==> config.mk <==
export PLATFORM = sky130hd
export DESIGN_NAME = alu_div
export DESIGN_NICKNAME = d
export VERILOG_FILES = /design/src/rtl/alu_div.sv
export SDC_FILE = /design/constraint.sdc
export NUM_CORES = 1
export LEC_CHECK = 0
export CELL_PAD_IN_SITES_DETAIL_PLACEMENT = 2
export CELL_PAD_IN_SITES_GLOBAL_PLACEMENT = 2
export CORE_ASPECT_RATIO = 0.7
export CORE_MARGIN = 5
export CORE_UTILIZATION = 34
export CTS_CLUSTER_SIZE = 16
export DETAILED_ROUTE_END_ITERATION = 8
export GPL_TIMING_DRIVEN = 1
export PLACE_DENSITY = 0.84
export SYNTH_ARGS = -nofsm -noshare
export SYNTH_HDL_FRONTEND = slang
export SYNTH_SLANG_ARGS = --single-unit
==> constraint.sdc <==
create_clock -name clk -period 5.4 [get_ports clk]
set_clock_uncertainty 0.1 [all_clocks]
set_input_delay 0.54 -clock clk [delete_from_list [all_inputs] [get_ports clk]]
set_output_delay 0.54 -clock clk [all_outputs]
set_load 0.05 [all_outputs]
==> src/rtl/alu_div.sv <==
// Multi-cycle 2N/N restoring divider: quotient on y, remainder on outToA, with ALU-style flags.
// Optional signed support is built when ALU_DIV_SIGNED_EN is defined (adds the isSigned port).
module alu_div #(
    parameter int N = 16
) (
    input  logic         clk,
    input  logic         rst,
    input  logic         start,
    input  logic [N-1:0] dividendHi,
    input  logic [N-1:0] dividendLo,
    input  logic [N-1:0] divisor,
`ifdef ALU_DIV_SIGNED_EN
    input  logic         isSigned,
`endif
    output logic         busy,
    output logic         done,
    output logic [N-1:0] y,
    output logic [N-1:0] outToA,
    output logic         zero,
    output logic         negative,
    output logic         overflow,
    output logic         divByZero
);

    localparam int CW = $clog2(N);
    localparam logic [CW-1:0] CNT_LAST  = CW'(N-1);
    localparam logic [CW-1:0] CNT_STEP  = CW'(1);
    localparam logic [CW-1:0] CNT_ZERO  = {CW{1'b0}};
    localparam logic [N-1:0]  ALL_ONES  = {N{1'b1}};
    localparam logic [N-1:0]  ALL_ZEROS = {N{1'b0}};

    typedef enum logic [1:0] {
        IDLE = 2'd0,
        RUN  = 2'd1,
        FIX  = 2'd2,
        DONE = 2'd3
    } state_t;

    state_t         state_r;
    state_t         state_next_s;

    logic [2*N-1:0] dvd_mag_s;
    logic [N-1:0]   dvs_mag_s;
    logic           dvz_s;
    logic           early_ovf_s;

    logic [N-1:0]   rem_r;
    logic [N-1:0]   quo_r;
    logic [N-1:0]   dvs_r;
    logic [CW-1:0]  cnt_r;

    logic [N:0]     shift_s;
    logic [N-1:0]   trial_s;
    logic           ge_s;
    logic [N-1:0]   rem_next_s;

    logic [N-1:0]   fix_y_s;
    logic [N-1:0]   fix_a_s;
    logic           fix_ovf_s;

    logic [N-1:0]   res_y_r;
    logic [N-1:0]   res_a_r;
    logic           res_ovf_r;
    logic           res_dbz_r;

    logic           busy_r;
    logic           done_r;
    logic [N-1:0]   y_r;
    logic [N-1:0]   a_r;
    logic           zero_r;
    logic           negative_r;
    logic           overflow_r;
    logic           dbz_r;

`ifdef ALU_DIV_SIGNED_EN
    localparam logic [N-1:0] MAX_POS = {1'b0, {(N-1){1'b1}}};
    localparam logic [N-1:0] MIN_MAG = {1'b1, {(N-1){1'b0}}};

    logic           q_neg_s;
    logic           r_neg_s;
    logic           sgn_r;
    logic           q_neg_r;
    logic           r_neg_r;
    logic [N-1:0]   q_fix_s;
    logic [N-1:0]   r_fix_s;
    logic           range_ovf_s;

    // Operand magnitudes and result signs for two's-complement requests.
    always_comb begin
        dvd_mag_s = {dividendHi, dividendLo};
        dvs_mag_s = divisor;
        q_neg_s   = 1'b0;
        r_neg_s   = 1'b0;
        if (isSigned) begin
            dvd_mag_s = dividendHi[N-1] ? -{dividendHi, dividendLo} : {dividendHi, dividendLo};
            dvs_mag_s = divisor[N-1] ? -divisor : divisor;
            q_neg_s   = dividendHi[N-1] ^ divisor[N-1];
            r_neg_s   = dividendHi[N-1];
        end else begin
            dvd_mag_s = {dividendHi, dividendLo};
            dvs_mag_s = divisor;
        end
    end

    // Sign restoration and signed range check on the finished magnitudes.
    always_comb begin
        q_fix_s = q_neg_r ? -quo_r : quo_r;
        r_fix_s = r_neg_r ? -rem_r : rem_r;
        if (q_neg_r) begin
            range_ovf_s = (quo_r > MIN_MAG);
        end else begin
            range_ovf_s = (quo_r > MAX_POS);
        end
        if (sgn_r && range_ovf_s) begin
            fix_y_s   = ALL_ONES;
            fix_a_s   = ALL_ZEROS;
            fix_ovf_s = 1'b1;
        end else begin
            fix_y_s   = q_fix_s;
            fix_a_s   = r_fix_s;
            fix_ovf_s = 1'b0;
        end
    end

    // Sign context captured with the operands.
    always_ff @(posedge clk) begin
        if (rst) begin
            sgn_r   <= 1'b0;
            q_neg_r <= 1'b0;
            r_neg_r <= 1'b0;
        end else if ((state_r == IDLE) && start) begin
            sgn_r   <= isSigned;
            q_neg_r <= q_neg_s;
            r_neg_r <= r_neg_s;
        end
    end
`else
    assign dvd_mag_s = {dividendHi, dividendLo};
    assign dvs_mag_s = divisor;
    assign fix_y_s   = quo_r;
    assign fix_a_s   = rem_r;
    assign fix_ovf_s = 1'b0;
`endif

    // A quotient that cannot fit N bits shows up as high word >= divisor.
    assign dvz_s       = (divisor == ALL_ZEROS);
    assign early_ovf_s = (dvd_mag_s[2*N-1:N] >= dvs_mag_s);

    // One restoring shift-subtract step on the partial remainder.
    always_comb begin
        shift_s = {rem_r, quo_r[N-1]};
        ge_s    = (shift_s >= {1'b0, dvs_r});
        trial_s = shift_s[N-1:0] - dvs_r;
        if (ge_s) begin
            rem_next_s = trial_s;
        end else begin
            rem_next_s = shift_s[N-1:0];
        end
    end

    // State register.
    always_ff @(posedge clk) begin
        if (rst) begin
            state_r <= IDLE;
        end else begin
            state_r <= state_next_s;
        end
    end

    // Next-state selection.
    always_comb begin
        state_next_s = state_r;
        case (state_r)
            IDLE: begin
                if (start) begin
                    state_next_s = (dvz_s || early_ovf_s) ? DONE : RUN;
                end else begin
                    state_next_s = IDLE;
                end
            end
            RUN: begin
                if (cnt_r == CNT_LAST) begin
                    state_next_s = FIX;
                end else begin
                    state_next_s = RUN;
                end
            end
            FIX:     state_next_s = DONE;
            DONE:    state_next_s = IDLE;
            default: state_next_s = IDLE;
        endcase
    end

    // Operand capture, iteration and result staging.
    always_ff @(posedge clk) begin
        if (rst) begin
            rem_r     <= ALL_ZEROS;
            quo_r     <= ALL_ZEROS;
            dvs_r     <= ALL_ZEROS;
            cnt_r     <= CNT_ZERO;
            res_y_r   <= ALL_ZEROS;
            res_a_r   <= ALL_ZEROS;
            res_ovf_r <= 1'b0;
            res_dbz_r <= 1'b0;
        end else begin
            case (state_r)
                IDLE: begin
                    if (start) begin
                        rem_r     <= dvd_mag_s[2*N-1:N];
                        quo_r     <= dvd_mag_s[N-1:0];
                        dvs_r     <= dvs_mag_s;
                        cnt_r     <= CNT_ZERO;
                        // Early-exit results; a normal run overwrites these in FIX.
                        res_y_r   <= ALL_ONES;
                        res_a_r   <= ALL_ZEROS;
                        res_ovf_r <= dvz_s | early_ovf_s;
                        res_dbz_r <= dvz_s;
                    end
                end
                RUN: begin
                    rem_r <= rem_next_s;
                    quo_r <= {quo_r[N-2:0], ge_s};
                    cnt_r <= cnt_r + CNT_STEP;
                end
                FIX: begin
                    res_y_r   <= fix_y_s;
                    res_a_r   <= fix_a_s;
                    res_ovf_r <= fix_ovf_s;
                    res_dbz_r <= 1'b0;
                end
                default: begin
                end
            endcase
        end
    end

    // Handshake and visible result registers.
    always_ff @(posedge clk) begin
        if (rst) begin
            busy_r     <= 1'b0;
            done_r     <= 1'b0;
            y_r        <= ALL_ZEROS;
            a_r        <= ALL_ZEROS;
            zero_r     <= 1'b0;
            negative_r <= 1'b0;
            overflow_r <= 1'b0;
            dbz_r      <= 1'b0;
        end else begin
            case (state_r)
                IDLE: begin
                    busy_r <= start;
                    done_r <= 1'b0;
                end
                DONE: begin
                    done_r     <= 1'b1;
                    y_r        <= res_y_r;
                    a_r        <= res_a_r;
                    zero_r     <= (res_y_r == ALL_ZEROS) && (res_a_r == ALL_ZEROS);
                    negative_r <= res_y_r[N-1];
                    overflow_r <= res_ovf_r;
                    dbz_r      <= res_dbz_r;
                end
                default: begin
                    done_r <= 1'b0;
                end
            endcase
        end
    end

    assign busy      = busy_r;
    assign done      = done_r;
    assign y         = y_r;
    assign outToA    = a_r;
    assign zero      = zero_r;
    assign negative  = negative_r;
    assign overflow  = overflow_r;
    assign divByZero = dbz_r;

endmodule

==> run metrics <==
number of library cell types mapped by synthesis=64; proportion of power drawn by combinational gates=32.4%; sequential share of power=33.3%; number of max-cap violations=0; setup slack of the worst register-to-register path=2410 ps; biggest fanout along the worst timing path=20; non-filler cells in the finished layout=1,131; cell count of the worst hold path=2; end point of the worst hold path=y[6]; die height=124 um; arrival time worst endpoint=3200 ps; status=finished, final reports clean; crit end category=flip-flop; initial core utilization=35.0%; instance count on the critical path=9; ratio of routed vias to standard cells=5.56; vias after detailed routing=6,292; Internal Pwr Total=2.11 mW; initial antenna violation count=0; count of unresolved DRC violations after routing=0; switching share of power=37.7%; Top FF cell, synth=dfxtp_1; proportion of netlist area held by the largest area contributor=39.4%; min cycle time layout=2990 ps; Mapped Area=6350 um2; CP Data Required Time=5610 ps; capture point of the worst reg-to-reg path=fix_a_s[2]; part of the total power dissipated in the clock network=34.3%; Final Hold Viols=0; final worst-path cycle share=55.3%; placed cell count=1,099; nets in the synthesized netlist=915; largest cells by area after synthesis=dfxtp_1 39%, nand2_1 11%, a21oi_1 7.3%; sinks on the clock net=125; site row count=41; worst slew margin relative to its limit=17.6%; largest net degree at the start of global routing=64; setup repair after global routing missed its margin=no; largest delay contributor family on the critical path=simple AND/OR/NAND/NOR gates; total of cells resized after clock tree synthesis=0; remaining antenna violation count after routing=0; GRT Util Overall=22.2%; ports placed on the boundary=89; number of antenna cells inserted=0; total negative slack for setup checks=0 ps; Hold Crit Class=reg -> reg; gate count after technology mapping=830; launch point of the worst hold path=y[6]; Peak supply drop=0.211 mV; layout-stage area growth over the synthesis result=24.7%; register clock-pin slew on the reported worst setup and hold paths=70 ps; Wirelength per Cell=21.1 um; Highest Clock Rate=0.335 GHz; final setup vio count=0; Cell Pwr Density=428 nW/um2; slowest cell on the critical path=ha_1; share of cells above drive strength 1=6.03%; overall overflow remaining after global route=0; async set-reset flop share out of synthesis=0%; via count of the first global-routing pass=6,964; worst-case clock buffer depth=2; Core ar.=18,200 um2; pin slew with the least headroom to its limit=1240 ps; IO buf count=88; total routed wirelength=23.9 mm; clock latency on the worst-skew pair=430 ps; power dissipated by switching net loads=1.28 mW; startpoint type of the worst setup path=flip-flop; fin. max-slew vios=0; Synth area leader=dfxtp_1; detailed-placement wirelength estimate=17.2 mm; first-pass GRT wire length=38.8 mm; count of state elements after synthesis=125; number of enable flip-flop cells after synthesis=0; starting DRC count in detailed routing=344; number of hold buffers added after CTS=0; number of H-tree levels=4; WS Path Type=reg -> reg; detailed-routing iteration count for the pre-antenna-repair pass=5; Worst Reg2Reg Path Length in Cells=9; CTS root buf=clkbuf_16; slowest stage delay, CP=540 ps; width of the die=173 um; proportion of synthesized chip area in sequential cells=39.4%; Worst Path Buf+Inv=2; leakage power=3.00 nW; yosys synthesis warning count=0; Critical R2R Launch=dvs_r[12]; clock tree from TritonCTS=yes; number of buffers added for setup after CTS=0; Syn Area/Cell=7.65 um2; number of buffers created by CTS=17; routability-driven placement congestion ratio=0.872; final net count=967; Cell Chain, Critical Path=inv_1 -> ha_1 -> nand4_1 -> nor4_1 -> a21oi_2 -> o311ai_4 -> buf_4 -> nor4b_1 -> a311o_1; die area=21,500 um2
-- state kept, by name (all words and copies together) (netlist names), 2 cells and up --
name     count
dvs_r       16
fix_a_s     16
fix_y_s     16
outToA      16
res_a_r     16
res_y_r     16
y           16
cnt_r        4
state_r      2
-- worst reg2reg max path, delay by kind of cell, from the launching register on --
kind	cells	cell delay [ps]
AND/OR/NAND/NOR	3	830
AO/OA/AOI/OAI	3	650
adder cells (fa/ha/maj)	1	540
buffers and inverters	2	420
flip-flops	1	330
-- final cells by class --
cell class | count | area, um2
clock buffers | 17 | 425
repair buffers | 95 | 931
multi-input cells | 606 | 3460
fillers | 2042 | 10200
clock inverters | 15 | 163
well taps | 236 | 295
inverters | 37 | 139
flip-flops and latches | 125 | 2500
-- cell usage in the layout, fill, tap and decap left out, types with 12 or more instances in the layout --
cell type,n
nor2_1,51
nand3_1,36
nor4_1,13
a21oi_1,93
dfxtp_1,125
a31oi_1,12
clkdlybuf4s50_1,87
inv_1,37
clkbuf_16,17
ha_1,33
nor3_1,38
a311oi_1,16
nand2_1,190
-- metrics by stage --
step | utilization (%) | hold WS (ps) | setup slack (ps) | power [mW] | cell area [um2]
floorplan | - | 332 | 3110 | 1.87 | 6350
global placement | 40.3 | 346 | 2420 | 2.14 | 7330
detailed placement | 40.3 | 348 | 2360 | 2.20 | 7330
CTS | 43.6 | 357 | 2450 | 3.39 | 7910
global route | 43.6 | 390 | 2210 | 3.55 | 7910
finish | 43.6 | 355 | 2410 | 3.39 | 7910
-- synthesized netlist by cell type, types with 3 or more instances --
cell / number
a211oi_1: 4
a21o_1: 10
a21oi_1: 93
a311o_1: 3
a311oi_1: 16
a31oi_1: 12
and3_1: 3
buf_1: 8
buf_2: 11
clkbuf_1: 41
dfxtp_1: 125
ha_1: 33
inv_1: 37
mux2i_1: 8
nand2_1: 191
nand2b_1: 7
nand3_1: 36
nand4_1: 7
nor2_1: 51
nor2b_1: 6
nor3_1: 38
nor3b_1: 3
nor4_1: 13
o21a_1: 5
o21ai_0: 11
o311ai_0: 8
xnor2_1: 4
xor2_1: 3
-- kinds of logic (layout without fill, tap and decap cells) --
| kind of cell | after synthesis | in the layout | synth area share, % |
|---|---|---|---|
| AOI/OAI and AO/OA | 187 | 187 | 19.3 |
| xor gates and xnor gates | 7 | 7 | 0.966 |
| adders and majority gates | 34 | 34 | 6.82 |
| buffers and inverters | 99 | 164 | 6.25 |
| DFF | 125 | 125 | 39.4 |
| muxes | 10 | 10 | 1.62 |
| and+or+nand+nor | 368 | 368 | 25.6 |
-- worst max path at each step --
stage | to | slack [ps] | from
detailed placement | fix_a_s[2] | 2360 | start
global route | fix_a_s[2] | 2210 | dvs_r[12]
finish | fix_a_s[2] | 2410 | dvs_r[12]
CTS | fix_a_s[2] | 2450 | dvs_r[12]
global placement | state_r[1] | 2420 | divisor[6]
floorplan | fix_a_s[13] | 3110 | dvs_r[6]
-- per-layer routing --
| metal | up-vias | GRT usage (%) | routed length (um) |
|---|---|---|---|
| li1 | 2997 | - | - |
| met1 | 3121 | 30.0 | 11400 |
| met2 | 149 | 35.5 | 10800 |
| met3 | 25 | 6.07 | 1440 |
| met4 | 0 | 5.16 | 307 |
| met5 | - | 0 | 0 |
-- power groups by stage --
stage | logic (mW) | registers [mW] | clock network, mW
after global routing | 1.20 | 1.14 | 1.22
after CTS | 1.09 | 1.13 | 1.17
after detailed placement | 1.06 | 1.14 | 0
after floorplan | 0.778 | 1.10 | 0
final | 1.10 | 1.13 | 1.16
after global placement | 1.00 | 1.13 | 0
Note: power is estimated with default switching activity, not from simulation.
